File: src/rtl/sram_pkg.sv
// Shared types and constants for the pipeline-facing 16-bit SRAM controller.
package sram_pkg;

    localparam logic [31:0] ADDR_BASE_DEFAULT = 32'd1024;
    localparam int          SRAM_AW           = 18;
    localparam int          SRAM_DW           = 16;
    localparam int          WORD_W            = SRAM_AW - 1;
    localparam int          CNT_W             = 4;

    typedef enum logic [1:0] {
        IDLE = 2'd0,
        LOW  = 2'd1,
        HIGH = 2'd2,
        DONE = 2'd3
    } sram_state_e;

    // Byte address to halfword address; the low two byte-offset bits drop out.
    function automatic logic [SRAM_AW-1:0] halfword_addr(
        input logic [31:0] addr,
        input logic [31:0] base,
        input logic        upper
    );
        return {WORD_W'((addr - base) >> 32'd2), upper};
    endfunction

endpackage

File: src/rtl/sram_phase_counter.sv
// Loadable cycle counter; tc flags the last cycle of an access phase.
module sram_phase_counter
    import sram_pkg::*;
(
    input  logic             clk,
    input  logic             rst_n,
    input  logic             load,
    input  logic             en,
    input  logic [CNT_W-1:0] load_value,
    input  logic [CNT_W-1:0] terminal,
    output logic             tc
);

    logic [CNT_W-1:0] count_r;

    // Phase cycle count: load wins over increment.
    always_ff @(posedge clk or negedge rst_n) begin
        if (!rst_n) begin
            count_r <= {CNT_W{1'b0}};
        end else if (load) begin
            count_r <= load_value;
        end else if (en) begin
            count_r <= count_r + {{(CNT_W-1){1'b0}}, 1'b1};
        end else begin
            count_r <= count_r;
        end
    end

    assign tc = (count_r == terminal);

endmodule

File: src/rtl/sram_controller.sv
// MEM-stage controller turning one 32-bit access into two 16-bit SRAM phases.
module sram_controller
    import sram_pkg::*;
#(
    parameter int          ACCESS_CYCLES = 2,
    parameter logic [31:0] ADDR_BASE     = ADDR_BASE_DEFAULT
) (
    input  logic               clk,
    input  logic               rst,
    input  logic               rd_en,
    input  logic               wr_en,
    input  logic [31:0]        address,
    input  logic [31:0]        write_data,
    output logic [31:0]        read_data,
    output logic               ready,
    output logic [SRAM_AW-1:0] sram_addr,
    output logic [SRAM_DW-1:0] sram_dq_out,
    output logic               sram_dq_oe,
    input  logic [SRAM_DW-1:0] sram_dq_in,
    output logic               sram_we_n
);

    localparam logic [CNT_W-1:0] TERMINAL = CNT_W'(ACCESS_CYCLES - 1);

    sram_state_e         state_r;
    logic                op_write_r;
    logic [31:0]         addr_r;
    logic [31:0]         data_r;
    logic [31:0]         read_data_r;
    logic [SRAM_AW-1:0]  sram_addr_r;
    logic [SRAM_DW-1:0]  dq_out_r;
    logic                dq_oe_r;
    logic                we_n_r;

    logic                cnt_load_s;
    logic                cnt_en_s;
    logic                cnt_tc_s;
    logic                ready_s;

    sram_phase_counter u_phase_counter (
        .clk        (clk),
        .rst_n      (rst),
        .load       (cnt_load_s),
        .en         (cnt_en_s),
        .load_value ({CNT_W{1'b0}}),
        .terminal   (TERMINAL),
        .tc         (cnt_tc_s)
    );

    // Counter is held at zero outside the phases and reloaded on each phase change.
    always_comb begin
        cnt_load_s = 1'b1;
        cnt_en_s   = 1'b0;
        case (state_r)
            LOW, HIGH: begin
                cnt_load_s = cnt_tc_s;
                cnt_en_s   = ~cnt_tc_s;
            end
            default: begin
                cnt_load_s = 1'b1;
                cnt_en_s   = 1'b0;
            end
        endcase
    end

    // Pipeline stall: only a quiet IDLE or the DONE cycle lets the pipeline advance.
    always_comb begin
        ready_s = 1'b0;
        case (state_r)
            IDLE:    ready_s = ~(rd_en | wr_en);
            LOW:     ready_s = 1'b0;
            HIGH:    ready_s = 1'b0;
            DONE:    ready_s = 1'b1;
            default: ready_s = 1'b0;
        endcase
    end

    // Access FSM with registered SRAM pins and load result.
    always_ff @(posedge clk or negedge rst) begin
        if (!rst) begin
            state_r     <= IDLE;
            op_write_r  <= 1'b0;
            addr_r      <= 32'd0;
            data_r      <= 32'd0;
            read_data_r <= 32'd0;
            sram_addr_r <= {SRAM_AW{1'b0}};
            dq_out_r    <= {SRAM_DW{1'b0}};
            dq_oe_r     <= 1'b0;
            we_n_r      <= 1'b1;
        end else begin
            case (state_r)
                IDLE: begin
                    if (wr_en || rd_en) begin
                        state_r     <= LOW;
                        op_write_r  <= wr_en;
                        addr_r      <= address;
                        data_r      <= write_data;
                        sram_addr_r <= halfword_addr(address, ADDR_BASE, 1'b0);
                        if (wr_en) begin
                            dq_out_r <= write_data[15:0];
                            dq_oe_r  <= 1'b1;
                            we_n_r   <= 1'b0;
                        end else begin
                            dq_out_r <= {SRAM_DW{1'b0}};
                            dq_oe_r  <= 1'b0;
                            we_n_r   <= 1'b1;
                        end
                    end
                end
                LOW: begin
                    if (cnt_tc_s) begin
                        state_r     <= HIGH;
                        sram_addr_r <= halfword_addr(addr_r, ADDR_BASE, 1'b1);
                        if (op_write_r) begin
                            dq_out_r <= data_r[31:16];
                        end else begin
                            read_data_r[15:0] <= sram_dq_in;
                        end
                    end
                end
                HIGH: begin
                    if (cnt_tc_s) begin
                        state_r  <= DONE;
                        dq_out_r <= {SRAM_DW{1'b0}};
                        dq_oe_r  <= 1'b0;
                        we_n_r   <= 1'b1;
                        if (!op_write_r) begin
                            read_data_r[31:16] <= sram_dq_in;
                        end
                    end
                end
                DONE: begin
                    state_r <= IDLE;
                end
                default: begin
                    state_r <= IDLE;
                end
            endcase
        end
    end

    assign read_data   = read_data_r;
    assign ready       = ready_s;
    assign sram_addr   = sram_addr_r;
    assign sram_dq_out = dq_out_r;
    assign sram_dq_oe  = dq_oe_r;
    assign sram_we_n   = we_n_r;

endmodule
File: config.mk
export PLATFORM = sky130hd
export DESIGN_NAME = sram_controller
export DESIGN_NICKNAME = d
export VERILOG_FILES = /design/src/rtl/sram_pkg.sv /design/src/rtl/sram_phase_counter.sv /design/src/rtl/sram_controller.sv
export SDC_FILE = /design/constraint.sdc
export NUM_CORES = 1
export LEC_CHECK = 0
export CORE_UTILIZATION = 34
export DETAILED_ROUTE_END_ITERATION = 8
export HOLD_SLACK_MARGIN = 0.08
export PLACE_DENSITY = 0.59
export RECOVER_POWER = 25
export SETUP_SLACK_MARGIN = 0.02
export SKIP_LAST_GASP = 1
export SYNTH_ARGS = -nofsm -noshare
export SYNTH_HDL_FRONTEND = slang
export SYNTH_SLANG_ARGS = --single-unit
File: constraint.sdc
create_clock -name clk -period 3.3 [get_ports clk]
set_clock_uncertainty 0.05 [all_clocks]
set_input_delay 0.66 -clock clk [delete_from_list [all_inputs] [get_ports clk]]
set_output_delay 0.66 -clock clk [all_outputs]
set_load 0.1 [all_outputs]
==> impl_metrics.py <==
metrics = {
    "timing": {
        "maxSlewViolCount": 60,
        "hold_violations": 0,
        "fmax_ghz": 0.385,
        "hold_slack_ns": 0.432,
        "maxSlewHeadroom": -0.0354,
        "fin_tns_setup_ns": 0,
        "fin_crit_sh": 0.787,
        "period_minus_slack_ns": 2.60,
        "worst_slew_pin_slew_ns": 1.55,
        "setup_violations": 0,
        "rsz0062_at_grt": "false",
    },
    "finish": {
        "fillCellCount": 1264,
        "num_antenna_cells": 0,
        "layout-drive-gt1-share": 0.359,
        "multi_input_area_um2": 1960,
        "fin_cells": 669,
        "seqCellArea_um2": 2700,
        "syn2layout_area_growth_pct": 35.0,
        "final_area_um2": 6420,
        "layout.nets": 582,
    },
    "worst_setup_path": {
        "criticalPathCategory": "in2out",
        "crit_path_end_kind": "output port",
        "critPathMaxFanout": 4,
        "critPathBufInv": 2,
        "startpoint_type": "input pin",
        "crit_path_cell_trace": "clkdlybuf4s50_1 > nor2_1 > mux2_2 > buf_12",
        "cp.arrival_ns": 1.89,
        "cp_top_family": "buffers and inverters",
        "required_ns": 2.59,
        "slowest_stage": "clkdlybuf4s50_1",
        "max_stage_delay_ns": 0.51,
    },
    "drt": {
        "drt-pass1-iter-count": 4,
        "drtAntennaViolNets": 0,
        "drtIter0Drc": 144,
        "routed_wl_um": 10700,
        "drc": 0,
        "drt-vias-per-instance": 4.86,
        "wl_per_cell_um": 16.0,
        "num_vias": 3253,
    },
    "yosys": {
        "ys.flop_type": "dfrtp_1",
        "synth_top_family_by_area": "multiplexers",
        "synth-simple-area-share": 0.0518,
        "synth_top_area_cell": "dfrtp_1",
        "muxShareOfSynthArea": 0.243,
        "synth_area_leaders": "dfrtp_1, mux2_2, mux2i_1",
        "syn_inst": 354,
        "syn-cell-area_um2": 4760,
        "synth_fa_ha_area_frac": 0.0210,
        "yosysWarnings": 0,
        "avgSynthCellArea_um2": 13.4,
        "synth.top_cells.by_count": "dfrtp_1, mux2_2, nand2_1",
        "synth_xor_xnor_area_share": 0.0129,
        "synthArstFlopShare": 1.00,
        "synth.top_cell.area_share": 0.563,
        "ys_seq_elements": 108,
        "ys_seq_area_frac": 0.568,
        "synth_most_common_cell": "dfrtp_1",
        "syn-num-nets": 446,
        "synth_edf_count": 0,
        "synth_compound_gate_area_share": 0.0807,
        "ys_types": 39,
    },
    "clock_tree": {
        "path_clk_slew_ns": 0.07,
        "cts_buffer_depth": 2,
        "h-tree-depth": 3,
        "cts-root-buf": "clkbuf_16",
        "postCtsHoldBufs": 0,
        "cts_buffers": 9,
        "post-cts-setup-buffers": 0,
        "cts_resized": 0,
        "clock_latency_ns": 0.35,
        "cts_tree": "yes",
        "cts.sink_count": 108,
    },
    "placement": {
        "io_buffer_count": 137,
        "dp.cells": 655,
        "dpl-instance-area_um2": 6170,
        "place_congestion": 0.803,
        "place_hpwl_um": 7420,
    },
    "global_route": {
        "track_usage": 0.157,
        "grt_pass1_vias": 3400,
        "grt_pass1_wl_um": 17500,
        "grt.overflow.total": 0,
        "grt_max_degree": 61,
        "antenna_found_initial": 0,
    },
    "die": {
        "io_pins": 153,
        "die_area_um2": 14500,
        "coreArea_um2": 13500,
        "fp.dieH_um": 120,
        "start_util": 0.354,
        "dieWidth_um": 120,
        "rows": 42,
    },
    "run_status": {
        "violations": "max-capacitance violations, max-slew violations",
        "outcome": "finished, violations left",
    },
    "job": {
        "max-cap-violations": 1,
    },
    "hold_path": {
        "hold_class": "reg2reg",
    },
}
[flip-flops by register name (all words and copies together) (netlist names)]
name / cells
sram_addr: 18
addr_r: 17
sram_dq_oe: 1
u_phase_counter.count_r: 4
op_write_r: 1
data_r: 16
sram_dq_out: 16
sram_we_n: 1
read_data: 32
state_r: 2
[cell families (layout without fill, tap and decap cells)]
family,after synthesis,after routing
simple gates,53,53
flops,108,108
xor+xnor,7,7
fa+ha+maj,8,8
compound gates,54,54
buf+inv,23,162
mux,101,101
[metrics by stage]
step	setup WS, ns	util
global route	0.537	0.477
global placement	0.522	0.458
floorplan	0.477	-
CTS	0.710	0.478
finish	0.703	0.477
detailed placement	0.496	0.458
[worst register-to-register path, cell delays in order, from the launching register on]
cell and delay, ns:
dfrtp_1 0.41, inv_1 0.14, ha_1 0.34, nor3b_1 0.50, a211o_2 0.51, mux2_2 0.39
[area by class of cell]
| type | instances | area share |
|---|---|---|
| timing repair buffer | 143 | 0.197 |
| clock inverter | 2 | 0.00195 |
| multi-input combinational | 223 | 0.305 |
| clock buffer | 12 | 0.0384 |
| inverter | 5 | 0.00292 |
| tap | 176 | 0.0343 |
| sequential | 108 | 0.421 |
[metal layers]
layer / GRT usage / vias up / wire length, µm
met1: 0.202 / 1614 / 4830
met5: 0 / - / 0
met3: 0.0613 / 11 / 761
li1: - / 1531 / -
met2: 0.244 / 97 / 4990
met4: 0.0502 / 0 / 116
[path summary, 6_finish.rpt]
| check | from | to | slack [ns] | depth (start not counted) |
|---|---|---|---|---|
| worst min-delay path | sram_addr[6] | sram_addr[6] | 0.43 | 2 |
| max in group asynchronous | rst | data_r[28] | 1.57 | 2 |
| worst max-delay path | wr_en | ready | 0.70 | 4 |
| worst max register to register | state_r[0] | sram_addr[9] | 0.86 | 5 |
| min in group asynchronous | rst | data_r[17] | 0.63 | 1 |
| worst min register to register | sram_addr[6] | sram_addr[6] | 0.43 | 2 |
[layout by cell type (no fill, tap or decap), types with 2 or more instances in the layout]
| master | count |
|---|---|
| a21oi_1 | 4 |
| a22o_1 | 17 |
| buf_12 | 2 |
| buf_4 | 73 |
| clkbuf_1 | 2 |
| clkbuf_16 | 9 |
| clkdlybuf4s50_1 | 67 |
| dfrtp_1 | 107 |
| ha_1 | 8 |
| inv_1 | 5 |
| mux2_2 | 75 |
| mux2_4 | 10 |
| mux2i_1 | 16 |
| nand2_1 | 26 |
| nor2_1 | 11 |
| nor3_1 | 3 |
| nor3b_1 | 4 |
| nor4_1 | 3 |
| nor4b_1 | 2 |
| o21ai_0 | 20 |
| xnor2_1 | 6 |
Power is left out: the tool's default activity adds up to more than one toggle a clock period on the data nets, which glitch-free logic cannot reach.
